`config.mk`:
```
export PLATFORM = sky130hd
export DESIGN_NAME = adder_result_decoder
export DESIGN_NICKNAME = d
export VERILOG_FILES = /design/src/rtl/adder_pkg.sv /design/src/rtl/adder_result_decoder_fsub.sv /design/src/rtl/adder_result_decoder.sv
export SDC_FILE = /design/constraint.sdc
export NUM_CORES = 1
export LEC_CHECK = 0
export ABC_AREA = 1
export CAP_MARGIN = 20
export CORE_ASPECT_RATIO = 0.7
export CORE_MARGIN = 2
export CORE_UTILIZATION = 45
export CTS_BUF_LIST = sky130_fd_sc_hd__clkbuf_16
export DETAILED_ROUTE_END_ITERATION = 10
export PLACE_DENSITY = 0.72
export RECOVER_POWER = 25
export SYNTH_ARGS = -nofsm -noshare
export SYNTH_HDL_FRONTEND = slang
export SYNTH_HIERARCHICAL = 1
export SYNTH_SLANG_ARGS = --single-unit
```
`constraint.sdc`:
```
create_clock -name clk -period 3.7 [get_ports clk]
set_input_delay 0.555 -clock clk [delete_from_list [all_inputs] [get_ports clk]]
set_output_delay 0.555 -clock clk [all_outputs]
set_load 0.1 [all_outputs]
```
`src/rtl/adder_pkg.sv`:
```
// adder_pkg
//   Shared definitions for the 8-bit adder datapath and its checking-side
//   result decoder: operand width, FSM state encoding and counter width.
package adder_pkg;

  localparam int ADD_WIDTH = 8;

  localparam logic [1:0] ST_IDLE = 2'd0;
  localparam logic [1:0] ST_RUN  = 2'd1;
  localparam logic [1:0] ST_DONE = 2'd2;

  // Bit counter must reach ADD_WIDTH (the sum carries one extra bit).
  localparam int ADD_CNT_W = $clog2(ADD_WIDTH + 1);

  typedef enum logic [1:0] {
    IDLE = ST_IDLE,
    RUN  = ST_RUN,
    DONE = ST_DONE
  } state_t;

endpackage

```
`src/rtl/adder_result_decoder_fsub.sv`:
```
// full_subtractor_bit
//   Single-bit subtractor cell: d = x - y - bin, with borrow out.
// Ports:
//   x    in  minuend bit
//   y    in  subtrahend bit
//   bin  in  borrow in
//   d    out difference bit
//   bout out borrow out
module full_subtractor_bit (
  input  logic x,
  input  logic y,
  input  logic bin,
  output logic d,
  output logic bout
);

  assign d    = x ^ y ^ bin;
  assign bout = (~x & y) | (~(x ^ y) & bin);

endmodule

```
`src/rtl/adder_result_decoder.sv`:
```
// adder_result_decoder
//   Recovers operand a from a captured adder sum and the known operand b
//   (a = sum - b), one bit per clock LSB first through a single subtractor
//   cell. Flags sums no WIDTH-bit a could have produced.
// Ports:
//   clk    in  system clock, rising edge
//   rst    in  synchronous active-high reset
//   start  in  request pulse, sampled only while idle
//   sum    in  [WIDTH:0]   adder result, captured on accepted start
//   b      in  [WIDTH-1:0] known operand, captured on accepted start
//   busy   out high while an operation is running or completing
//   done   out one-cycle pulse when a/err are updated
//   a      out [WIDTH-1:0] recovered operand, held until next done
//   err    out set when sum < b or sum - b does not fit in WIDTH bits
import adder_pkg::*;

module adder_result_decoder #(
  parameter int WIDTH = ADD_WIDTH
) (
  input  logic             clk,
  input  logic             rst,
  input  logic             start,
  input  logic [WIDTH:0]   sum,
  input  logic [WIDTH-1:0] b,
  output logic             busy,
  output logic             done,
  output logic [WIDTH-1:0] a,
  output logic             err
);

  localparam int CNT_W = $clog2(WIDTH + 1);
  localparam logic [CNT_W-1:0] LAST_BIT = CNT_W'(WIDTH);

  state_t state, state_next;

  logic [CNT_W-1:0] cnt;
  logic [WIDTH:0]   sum_r;
  logic [WIDTH:0]   b_r;
  logic             borrow;
  logic [WIDTH-1:0] diff_r;

  logic d_bit;
  logic borrow_next;
  logic last;

  // Operands are shifted right each RUN cycle, so bit k is always at [0].
  full_subtractor_bit u_fsub (
    .x    (sum_r[0]),
    .y    (b_r[0]),
    .bin  (borrow),
    .d    (d_bit),
    .bout (borrow_next)
  );

  assign last = (cnt == LAST_BIT);

  always_ff @(posedge clk) begin
    if (rst) begin
      state <= IDLE;
    end else begin
      state <= state_next;
    end
  end

  always_comb begin
    state_next = state;
    busy       = 1'b0;
    done       = 1'b0;
    case (state)
      IDLE: begin
        if (start) begin
          state_next = RUN;
        end
      end
      RUN: begin
        busy = 1'b1;
        if (last) begin
          state_next = DONE;
        end
      end
      DONE: begin
        busy       = 1'b1;
        done       = 1'b1;
        state_next = IDLE;
      end
      default: begin
        state_next = IDLE;
      end
    endcase
  end

  always_ff @(posedge clk) begin
    if (rst) begin
      cnt    <= '0;
      sum_r  <= '0;
      b_r    <= '0;
      borrow <= 1'b0;
      diff_r <= '0;
      a      <= '0;
      err    <= 1'b0;
    end else begin
      case (state)
        IDLE: begin
          if (start) begin
            sum_r  <= sum;
            b_r    <= {1'b0, b};
            borrow <= 1'b0;
            cnt    <= '0;
          end
        end
        RUN: begin
          sum_r  <= sum_r >> 1;
          b_r    <= b_r >> 1;
          borrow <= borrow_next;
          diff_r <= {d_bit, diff_r[WIDTH-1:1]};
          cnt    <= cnt + 1'b1;
          // On the final bit, diff_r already holds the low WIDTH difference
          // bits; d_bit is difference bit WIDTH and borrow_next the borrow out.
          if (last) begin
            a   <= diff_r;
            err <= borrow_next | d_bit;
          end
        end
        default: begin
        end
      endcase
    end
  end

endmodule

```
==> qor.csv, run 1 <==
stage,metric,value,unit
status,outcome,completed,
sta,skew final,0.00318,ns
worst_setup_path,CP arrival,2.10,ns
layout,Non-Filler Instances,336,
power_and_ir_drop,worst vdd ir,0.314,mV
layout,Synth-to-Final Area Change,22.3,%
synthesis,Async SR Flop Fraction,0,%
global_route,GR Util All Layers,18.3,%
global_route,grt ovf,0,
clock_network,post-CTS setup buffer count,0,
worst_setup_path,CP cell instances,"inv_1, ha_1, clkdlybuf4s50_1",
routing,DR WL met2,1550,um
worst_setup_path,CP peak stage delay,1.12,ns
synthesis,syn nets,283,
routing,First-pass DRT Iterations,4,
synthesis,"Avg Cell Area, Syn",7.22,um^2
routing,met3 WL,148,um
floorplan,Die ar.,4660,um^2
routing,Iteration-0 DRC Markers,74,
placed_design,gpl congestion,0.789,
synthesis,Synth area leader,dfxtp_1,
global_route,initial antenna violation count,0,
power_and_ir_drop,Pwr per Cell Area,496,nW/um^2
clock_network,clock tree buffer depth,2,
routing,WL/cell,11.1,um
synthesis,most frequent cells after synthesis,"nand2_1, nor2_1, dfxtp_1",
sta,minimum clock period,2.66,ns
floorplan,Die X,80.8,um
worst_setup_path,CP Class,flop to output pin,
clock_network,clock latency on the worst-skew pair,0.28,ns
worst_setup_path,Crit-path slowest cell,clkdlybuf4s50_1,
layout,"Design Area, Final",2270,um^2
routing,routed wire length,3730,um
placed_design,Cell Count Post-Placement,328,
sta,achievable clock frequency,376,MHz
hold_path,Hold Path Stages,2,
synthesis,Post-synth top flop,dfxtp_1,
layout,Storage cell area,821,um^2
clock_network,CTS Hold Bufs,0,
worst_setup_path,Worst Path Buf+Inv,2,
sta,Fin. Hold Viols,0,
worst_setup_path,Reg2Reg Setup Slack,1.57,ns
hold_path,Hold Crit Class,flop to flop,
global_route,largest net degree at the start of global routing,30,
routing,ANT nets after route,0,
placed_design,placed wire-length estimate,2310,um
synthesis,synthesized cell area,1860,um^2
clock_network,CTS Buf Count,5,
worst_setup_path,critical path peak fanout,3,
sta,Pins Over Slew Limit,0,
floorplan,row count,19,
sta,endpoints failing setup,0,
clock_network,"Clk pin slew, worst setup/hold paths",0.05,ns
worst_setup_path,Top delay family on crit path,buffers and inverters,
run,max-cap viol count,0,
sta,final worst-path cycle share,71.8,%
layout,multi-input logic area,885,um^2
clock_network,htree depth,2,
synthesis,Post-Syn Instances,257,
sta,Slew @ Worst Pin,0.967,ns
synthesis,Cell variety after synth,23,
routing,via count,1610,
floorplan,Initial Util,47.1,%
layout,fraction of layout cells with a size suffix above 1,3.87,%
synthesis,number of synthesized register bits,41,
synthesis,Yosys warning total,6,
layout,fin nets,309,
clock_network,clk sink count,41,
synthesis,cell with the most instances after synthesis,nand2_1,
routing,vias per cell,4.79,
global_route,vias in the first global route,1483,
placed_design,Post-Place Cell Area,2140,um^2
clock_network,clk root buf,clkbuf_16,
sta,Setup TNS,0,ns
routing,met1 wire length,1960,um
power_and_ir_drop,total power,1.13,mW
sta,fin worst setup slack,1.04,ns
global_route,first-pass GRT wire length,6570,um
worst_setup_path,WP depth,3,
floorplan,Core ar.,3950,um^2
sta,Fin Hold WS,0.460,ns
layout,fillers,396,
placed_design,port bufs,30,
worst_setup_path,worst reg2reg path depth,8,
synthesis,Post-synth EDFFs,0,
synthesis,"top cells by area, synth","dfxtp_1, nand2_1, nor2_1",
sta,Slew HR,35.3,%
routing,DRC,0,
layout,final core utilization,57.5,%
worst_setup_path,CP required,3.14,ns
floorplan,I/O Pins,31,
layout,antenna fix cells,0,
clock_network,clock tree from TritonCTS,done,
clock_network,Post-CTS Resized,0,
synthesis,sequential area share after synthesis,44.2,%
routing,max layer used,met4,
placed_design,Place WS,1.34,ns
floorplan,Die Y,57.7,um
synthesis,top cell type's share of synthesized area,44.2,%
power_and_ir_drop,Leak,0.975,nW
worst_setup_path,CP startpoint kind,flop,
sta,RSZ-0062 raised after global routing,no,
worst_setup_path,CP endpoint kind,output pin,
-- per-layer routing --
layer	global-route usage, %	vias up
met1	24.9	715
met5	0	-
met2	27.6	33
met4	7.99	0
met3	4.67	9
li1	-	853
-- worst reg2reg max path: cells and delay by family, from the launching register on --
family                     cells  cell delay [ns]
DFF                            1             0.35
adders and majority gates      1             0.21
buffers and inverters          3             0.65
AOI/OAI and AO/OA              1             0.07
and+or+nand+nor                3             0.70
-- placed cells by master (no fill, tap or decap) --
master | synthesis | layout
clkbuf_1 | 0 | 1
o21ai_0 | 19 | 19
nor2_1 | 42 | 42
a21oi_2 | 1 | 1
dlygate4sd3_1 | 0 | 1
nor2_8 | 1 | 1
nor3_1 | 1 | 1
fa_1 | 1 | 1
a21oi_1 | 20 | 20
ha_1 | 5 | 5
nand3_1 | 7 | 7
dfxtp_1 | 41 | 41
clkdlybuf4s50_1 | 0 | 29
buf_4 | 2 | 1
clkbuf_16 | 0 | 5
nand2_1 | 87 | 88
inv_1 | 12 | 17
nand2_2 | 2 | 1
nand4_4 | 1 | 1
o21ai_1 | 1 | 1
nand3_4 | 1 | 1
-- state kept, by name, summed over array words and instances, names as in the netlist --
register / cells
state: 2
a: 8
borrow: 1
sum_r: 9
cnt: 4
b_r: 8
diff_r: 8
err: 1
-- final cells by class --
cell class	count	area share, %
repair buffers	32	13.7
well taps	52	2.87
clock buffers	5	5.51
multi-input cells	189	39.0
flip-flops and latches	41	36.1
inverters	14	2.31
clock inverters	3	0.496
-- where the power goes --
group | total, mW | switching [mW] | internal [mW]
Combinational | 0.222 | 0.147 | 0.0745
Clock | 0.397 | 0.155 | 0.242
Sequential | 0.507 | 0.0224 | 0.484
-- worst paths after layout --
path / from / to
hold reg to reg: diff_r[0] / a[0]
hold / removal: diff_r[0] / a[0]
setup reg to reg: state[1] / cnt[1]
setup / recovery: state[1] / busy
-- kinds of logic (layout without fill, tap and decap cells) --
| logic type | count (synthesis) | count (layout) | synth area share, % |
|---|---|---|---|
| DFF | 41 | 41 | 44.2 |
| adders and majority gates | 6 | 6 | 4.45 |
| and+or+nand+nor | 142 | 142 | 32.1 |
| AOI/OAI and AO/OA | 41 | 41 | 11.3 |
| buffers and inverters | 27 | 54 | 8.02 |
(Power assumes the default switching activity.)
==> run 2: changes to the inputs <==
--- a/config.mk
+++ b/config.mk
@@ -12,7 +12,7 @@
 export CORE_UTILIZATION = 45
 export CTS_BUF_LIST = sky130_fd_sc_hd__clkbuf_16
 export DETAILED_ROUTE_END_ITERATION = 10
-export PLACE_DENSITY = 0.72
+export PLACE_DENSITY = 0.75
 export RECOVER_POWER = 25
 export SYNTH_ARGS = -nofsm -noshare
 export SYNTH_HDL_FRONTEND = slang
==> constraint.sdc (replaced) <==
create_clock -name clk -period 2.4 [get_ports clk]
set_input_delay 0.36 -clock clk [delete_from_list [all_inputs] [get_ports clk]]
set_output_delay 0.36 -clock clk [all_outputs]
set_load 0.1 [all_outputs]
==> run 2 against run 1 <==
Sequential cell count unchanged. Register-to-register slack got worse by 1.0 ns. First-iteration DRC count decreased by 5.4%. Sequential share of layout area about the same. Via count increased by 1.1%. Routed wire length decreased by 2.0%. Hold slack got worse by 0.0044 ns. Clock-buffer cell count unchanged. Utilization about the same. Critical path depth unchanged. Die area unchanged.
==> qor.csv, run 2 (synthesis gave the netlist of run 1 again) <==
stage,metric,value,unit
layout,fin nets,309,
global_route,GR Util All Layers,17.8,%
layout,fraction of layout cells with a size suffix above 1,6.34,%
layout,"commonest non-fill, non-tap cell in the layout",nand2_1,
placed_design,Post-Place Cell Area,2110,um^2
sta,minimum clock period,2.04,ns
routing,ANT nets after route,0,
sta,Slew HR,22.5,%
layout,largest reg by FF count,sum_r,
layout,"Design Area, Final",2270,um^2
floorplan,row count,19,
routing,First-pass DRT Iterations,6,
hold_path,Hold Path End,a[0],
power_and_ir_drop,Comb power frac,17.4,%
sta,endpoints failing setup,0,
power_and_ir_drop,Leak,0.974,nW
clock_network,htree depth,2,
layout,max reg flops,9,
global_route,first-pass GRT wire length,6400,um
worst_setup_path,critical path peak fanout,3,
sta,Fin. Hold Viols,0,
worst_setup_path,Reg2Reg Setup Slack,0.53,ns
worst_setup_path,CP startpoint kind,flop,
status,outcome,completed,
power_and_ir_drop,Clk pwr share,43.5,%
clock_network,CTS Buf Count,5,
floorplan,Die ar.,4660,um^2
floorplan,Die X,80.8,um
layout,highest-count cells in the layout ignoring fill and taps,"nand2_1, nor2_1, dfxtp_1",
clock_network,Post-CTS Resized,0,
sta,achievable clock frequency,489,MHz
global_route,initial antenna violation count,0,
placed_design,placed wire-length estimate,2370,um
clock_network,CTS Hold Bufs,0,
power_and_ir_drop,Pwr per Cell Area,878,nW/um^2
worst_setup_path,reg2reg start,state[1],
routing,DRC,0,
clock_network,clock tree buffer depth,2,
power_and_ir_drop,worst vdd ir,0.401,mV
worst_setup_path,R2R Path End,sum_r[0],
worst_setup_path,CP arrival,1.68,ns
hold_path,Hold Crit Class,flop to flop,
run,max-cap viol count,0,
global_route,vias in the first global route,1474,
clock_network,"Clk pin slew, worst setup/hold paths",0.05,ns
sta,Setup TNS,0,ns
floorplan,Initial Util,47.1,%
layout,antenna fix cells,0,
floorplan,I/O Pins,31,
layout,Synth-to-Final Area Change,22.2,%
sta,final worst-path cycle share,85.2,%
global_route,grt ovf,0,
routing,via count,1628,
clock_network,clk root buf,clkbuf_16,
routing,Iteration-0 DRC Markers,70,
routing,routed wire length,3650,um
sta,skew final,0.00924,ns
power_and_ir_drop,switching power share of the total,26.6,%
routing,WL/cell,10.9,um
power_and_ir_drop,Internal,1.46,mW
floorplan,Core ar.,3950,um^2
placed_design,port bufs,30,
clock_network,clock tree from TritonCTS,done,
floorplan,Die Y,57.7,um
clock_network,post-CTS setup buffer count,0,
worst_setup_path,worst reg2reg path depth,7,
hold_path,Hold Path Stages,2,
worst_setup_path,CP required,2.04,ns
hold_path,Hold Crit Start,diff_r[0],
placed_design,gpl congestion,0.761,
worst_setup_path,CP Launch Point,state[0],
routing,vias per cell,4.85,
power_and_ir_drop,Net Sw Power,0.531,mW
clock_network,clock latency on the worst-skew pair,0.28,ns
clock_network,clk sink count,41,
sta,RSZ-0062 raised after global routing,no,
power_and_ir_drop,Sequential Power Share,39.2,%
worst_setup_path,CP Class,flop to output pin,
worst_setup_path,CP endpoint kind,output pin,
sta,Slew @ Worst Pin,1.17,ns
sta,Pins Over Slew Limit,0,
global_route,largest net degree at the start of global routing,28,
==> run 2: cell types whose count changed in the layout (fill, tap and decap cells not counted), sizes merged <==
cell,before,now
clkbuf,6,15
dlygate4sd3,1,0
buf,1,3
inv,17,15
clkdlybuf4s50,29,19
bufinv,0,2
==> run 2: stage by stage <==
| step | power [mW] | instances | setup slack (ns) | utilization (%) | hold WS [ns] |
|---|---|---|---|---|---|
| 3_5_place_dp | 1.14 | 328 | 0.613 | 53.6 | 0.451 |
| 6_report | 1.99 | 336 | 0.356 | 57.5 | 0.456 |
| 2_1_floorplan | 1.08 | 257 | 0.824 | - | 0.439 |
| 5_1_grt | 2.11 | 336 | 0.233 | 57.5 | 0.490 |
| 4_1_cts | 2.01 | 336 | 0.645 | 58.5 | 0.460 |
| 3_3_place_gp | 1.13 | 328 | 0.636 | 53.6 | 0.450 |
==> run 2: cell type report <==
type	count	area, um^2
Clock buffer	5	125
Clock inverter	3	68.8
Fill cell	386	1680
Inverter	14	52.6
Multi-Input combinational cell	189	887
Sequential cell	41	821
Tap cell	52	65.1
Timing Repair Buffer	32	250
==> run 2: how the worst max path moves through the flow <==
stage	slack, ns	to
floorplan	0.82	busy
global placement	0.64	b_r[7]
detailed placement	0.61	sum_r[0]
CTS	0.65	b_r[7]
global route	0.23	cnt[3]
finish	0.36	done
==> run 2: power groups by stage <==
stage | clock, mW | sequential [mW] | combinational, mW
CTS | 0.882 | 0.780 | 0.349
detailed placement | 0 | 0.793 | 0.346
floorplan | 0 | 0.787 | 0.293
global placement | 0 | 0.794 | 0.340
finish | 0.866 | 0.780 | 0.346
global route | 0.918 | 0.789 | 0.399
==> run 2: routing by layer <==
metal | wire length [um] | up-vias | part of all wire (%) | global-route usage, %
met5 | 0 | - | 0 | 0
met1 | 1920 | 733 | 53 | 24.0
li1 | - | 858 | - | -
met2 | 1550 | 33 | 42 | 27.7
met4 | 15 | 0 | 0.41 | 4.36
met3 | 169 | 4 | 4.6 | 6.07
==> run 2: critical path, cell delays in order (launching register included) <==
cell      delay (ns)
dfxtp_1         0.31
inv_1           0.10
ha_1            0.15
clkbuf_1        0.85
==> run 3: changes to the inputs <==
--- a/config.mk
+++ b/config.mk
@@ -7,7 +7,7 @@
 export LEC_CHECK = 0
 export ABC_AREA = 1
 export CAP_MARGIN = 20
-export CORE_ASPECT_RATIO = 0.7
+export CORE_ASPECT_RATIO = 1.2
 export CORE_MARGIN = 2
 export CORE_UTILIZATION = 45
 export CTS_BUF_LIST = sky130_fd_sc_hd__clkbuf_16
@@ -16,5 +16,4 @@
 export RECOVER_POWER = 25
 export SYNTH_ARGS = -nofsm -noshare
 export SYNTH_HDL_FRONTEND = slang
-export SYNTH_HIERARCHICAL = 1
 export SYNTH_SLANG_ARGS = --single-unit
==> run 3 against run 2 <==
Design area down 2.0%. First-iteration DRC count increased by 50%. Power is 7.1% lower. Sequential share of layout area rose by 0.75 points. Via count rose by 1.0%.
==> qor.csv, run 3 <==
stage,metric,value,unit
synthesis,most frequent cells after synthesis,"nand2_1, dfxtp_1, nor2_1",
placed_design,placed wire-length estimate,2370,um
synthesis,cell with the most instances after synthesis,nand2_1,
synthesis,Cell variety after synth,18,
layout,Synth-to-Final Area Change,22.4,%
hold_path,Hold Path Stages,2,
layout,"commonest non-fill, non-tap cell in the layout",nand2_1,
hold_path,Hold Crit Class,flop to flop,
worst_setup_path,CP endpoint kind,flop,
power_and_ir_drop,Comb power frac,18.3,%
sta,minimum clock period,1.88,ns
worst_setup_path,Reg2Reg Setup Slack,0.52,ns
hold_path,Hold Crit Start,a[3],
sta,Fin. Hold Viols,0,
floorplan,row count,25,
synthesis,number of synthesized register bits,41,
run,max-cap viol count,0,
layout,highest-count cells in the layout ignoring fill and taps,"nand2_1, dfxtp_1, nor2_1",
placed_design,Post-Place Cell Area,2090,um^2
power_and_ir_drop,Leak,0.931,nW
layout,fin nets,309,
global_route,vias in the first global route,1422,
layout,largest reg by FF count,sum_r,
routing,DRC,0,
synthesis,"top cells by area, synth","dfxtp_1, nand2_1, nor2_1",
sta,Pins Over Slew Limit,0,
synthesis,Synth area leader,dfxtp_1,
routing,max layer used,met4,
sta,RSZ-0062 raised after global routing,no,
clock_network,CTS Hold Bufs,0,
clock_network,"Clk pin slew, worst setup/hold paths",0.06,ns
layout,antenna fix cells,0,
power_and_ir_drop,Sequential Power Share,41.7,%
placed_design,port bufs,30,
synthesis,syn nets,281,
synthesis,synthesized cell area,1820,um^2
power_and_ir_drop,Pwr per Cell Area,832,nW/um^2
power_and_ir_drop,Internal,1.34,mW
floorplan,Die ar.,4560,um^2
sta,Setup TNS,0,ns
floorplan,Core ar.,3910,um^2
placed_design,gpl congestion,0.750,
routing,DR WL met2,1770,um
global_route,GR Util All Layers,17.8,%
worst_setup_path,worst reg2reg path depth,8,
floorplan,Die X,62,um
status,outcome,completed,
clock_network,Post-CTS Resized,0,
worst_setup_path,CP arrival,2.09,ns
routing,met3 WL,156,um
clock_network,clk root buf,clkbuf_16,
clock_network,clock tree from TritonCTS,done,
worst_setup_path,R2R Path End,sum_r[0],
synthesis,Yosys warning total,0,
routing,via count,1645,
sta,final worst-path cycle share,78.4,%
synthesis,Post-synth top flop,dfxtp_1,
floorplan,Initial Util,46.5,%
sta,achievable clock frequency,531,MHz
routing,vias per cell,4.87,
floorplan,I/O Pins,31,
synthesis,Post-Syn Instances,255,
clock_network,clk sink count,41,
sta,Slew HR,22.2,%
synthesis,"Avg Cell Area, Syn",7.12,um^2
synthesis,Async SR Flop Fraction,0,%
worst_setup_path,critical path peak fanout,25,
layout,max reg flops,9,
clock_network,post-CTS setup buffer count,0,
floorplan,Die Y,73.6,um
sta,Slew @ Worst Pin,1.17,ns
routing,met1 wire length,1670,um
routing,Iteration-0 DRC Markers,105,
worst_setup_path,CP Class,flop to flop,
clock_network,CTS Buf Count,5,
routing,routed wire length,3650,um
synthesis,sequential area share after synthesis,45.2,%
power_and_ir_drop,worst vdd ir,0.434,mV
global_route,largest net degree at the start of global routing,26,
routing,WL/cell,10.8,um
worst_setup_path,CP startpoint kind,flop,
clock_network,clock tree buffer depth,2,
clock_network,clock latency on the worst-skew pair,0.28,ns
layout,"Design Area, Final",2220,um^2
routing,ANT nets after route,0,
synthesis,Post-synth EDFFs,0,
worst_setup_path,reg2reg start,state[1],
synthesis,top cell type's share of synthesized area,45.2,%
clock_network,htree depth,2,
global_route,grt ovf,0,
power_and_ir_drop,Clk pwr share,40.0,%
sta,skew final,0.00443,ns
hold_path,Hold Path End,a[3],
power_and_ir_drop,Net Sw Power,0.506,mW
layout,fraction of layout cells with a size suffix above 1,5.63,%
global_route,first-pass GRT wire length,6020,um
routing,First-pass DRT Iterations,4,
sta,endpoints failing setup,0,
power_and_ir_drop,switching power share of the total,27.4,%
worst_setup_path,CP required,2.61,ns
global_route,initial antenna violation count,0,
==> run 3: cell families after synthesis <==
logic type,Yosys count,share of synthesized area (%)
AND/OR/NAND/NOR,138,30.2
AO/OA/AOI/OAI,43,12.1
flip-flops,41,45.2
buffers and inverters,27,8.06
adder cells (fa/ha/maj),6,4.55
==> run 3: metal layers <==
metal | vias to the layer above | global-route usage (%)
li1 | 855 | -
met1 | 751 | 21.1
met2 | 32 | 29.4
met3 | 7 | 4.75
met4 | 0 | 7.80
met5 | - | 0
==> run 3: worst max path at each step <==
stage | end | startpoint | slack, ns
2_1_floorplan | busy | state[1] | 0.82
5_1_grt | b_r[5] | state[1] | 0.35
3_5_place_dp | sum_r[0] | start | 0.66
6_report | sum_r[0] | state[1] | 0.52
3_3_place_gp | sum_r[0] | start | 0.67
4_1_cts | sum_r[0] | state[1] | 0.77
==> run 3: layout make-up <==
class	instances	area (um^2)
Clock inverter	3	41.3
Tap cell	54	67.6
Timing Repair Buffer	34	265
Inverter	14	53.8
Multi-Input combinational cell	187	850
Clock buffer	5	125
Fill cell	378	1690
Sequential cell	41	821
==> run 3: worst max-delay path, cell delays in order (launching register included) <==
cell	delay, ns
dfxtp_1	0.35
inv_1	0.07
ha_1	0.20
buf_4	0.21
inv_1	0.58
nand2_1	0.11
nand2_1	0.08
o21ai_0	0.08
a21oi_1	0.13
==> run 3: power by group through the flow <==
stage          clock network, mW  registers [mW]  logic [mW]
2_1_floorplan                  0           0.778       0.281
3_3_place_gp                   0           0.784       0.338
3_5_place_dp                   0           0.785       0.341
4_1_cts                    0.762           0.771       0.343
5_1_grt                    0.791           0.777       0.385
6_report                   0.741           0.771       0.338
==> run 3: stage by stage <==
stage | hold WS (ns) | setup WS (ns) | std cells | total power, mW | util, %
6_report | 0.462 | 0.518 | 338 | 1.85 | 56.9
5_1_grt | 0.477 | 0.349 | 338 | 1.95 | 56.9
4_1_cts | 0.470 | 0.772 | 338 | 1.88 | 57.8
3_5_place_dp | 0.459 | 0.662 | 330 | 1.13 | 53.6
3_3_place_gp | 0.454 | 0.673 | 330 | 1.12 | 53.6
2_1_floorplan | 0.438 | 0.824 | 255 | 1.06 | -
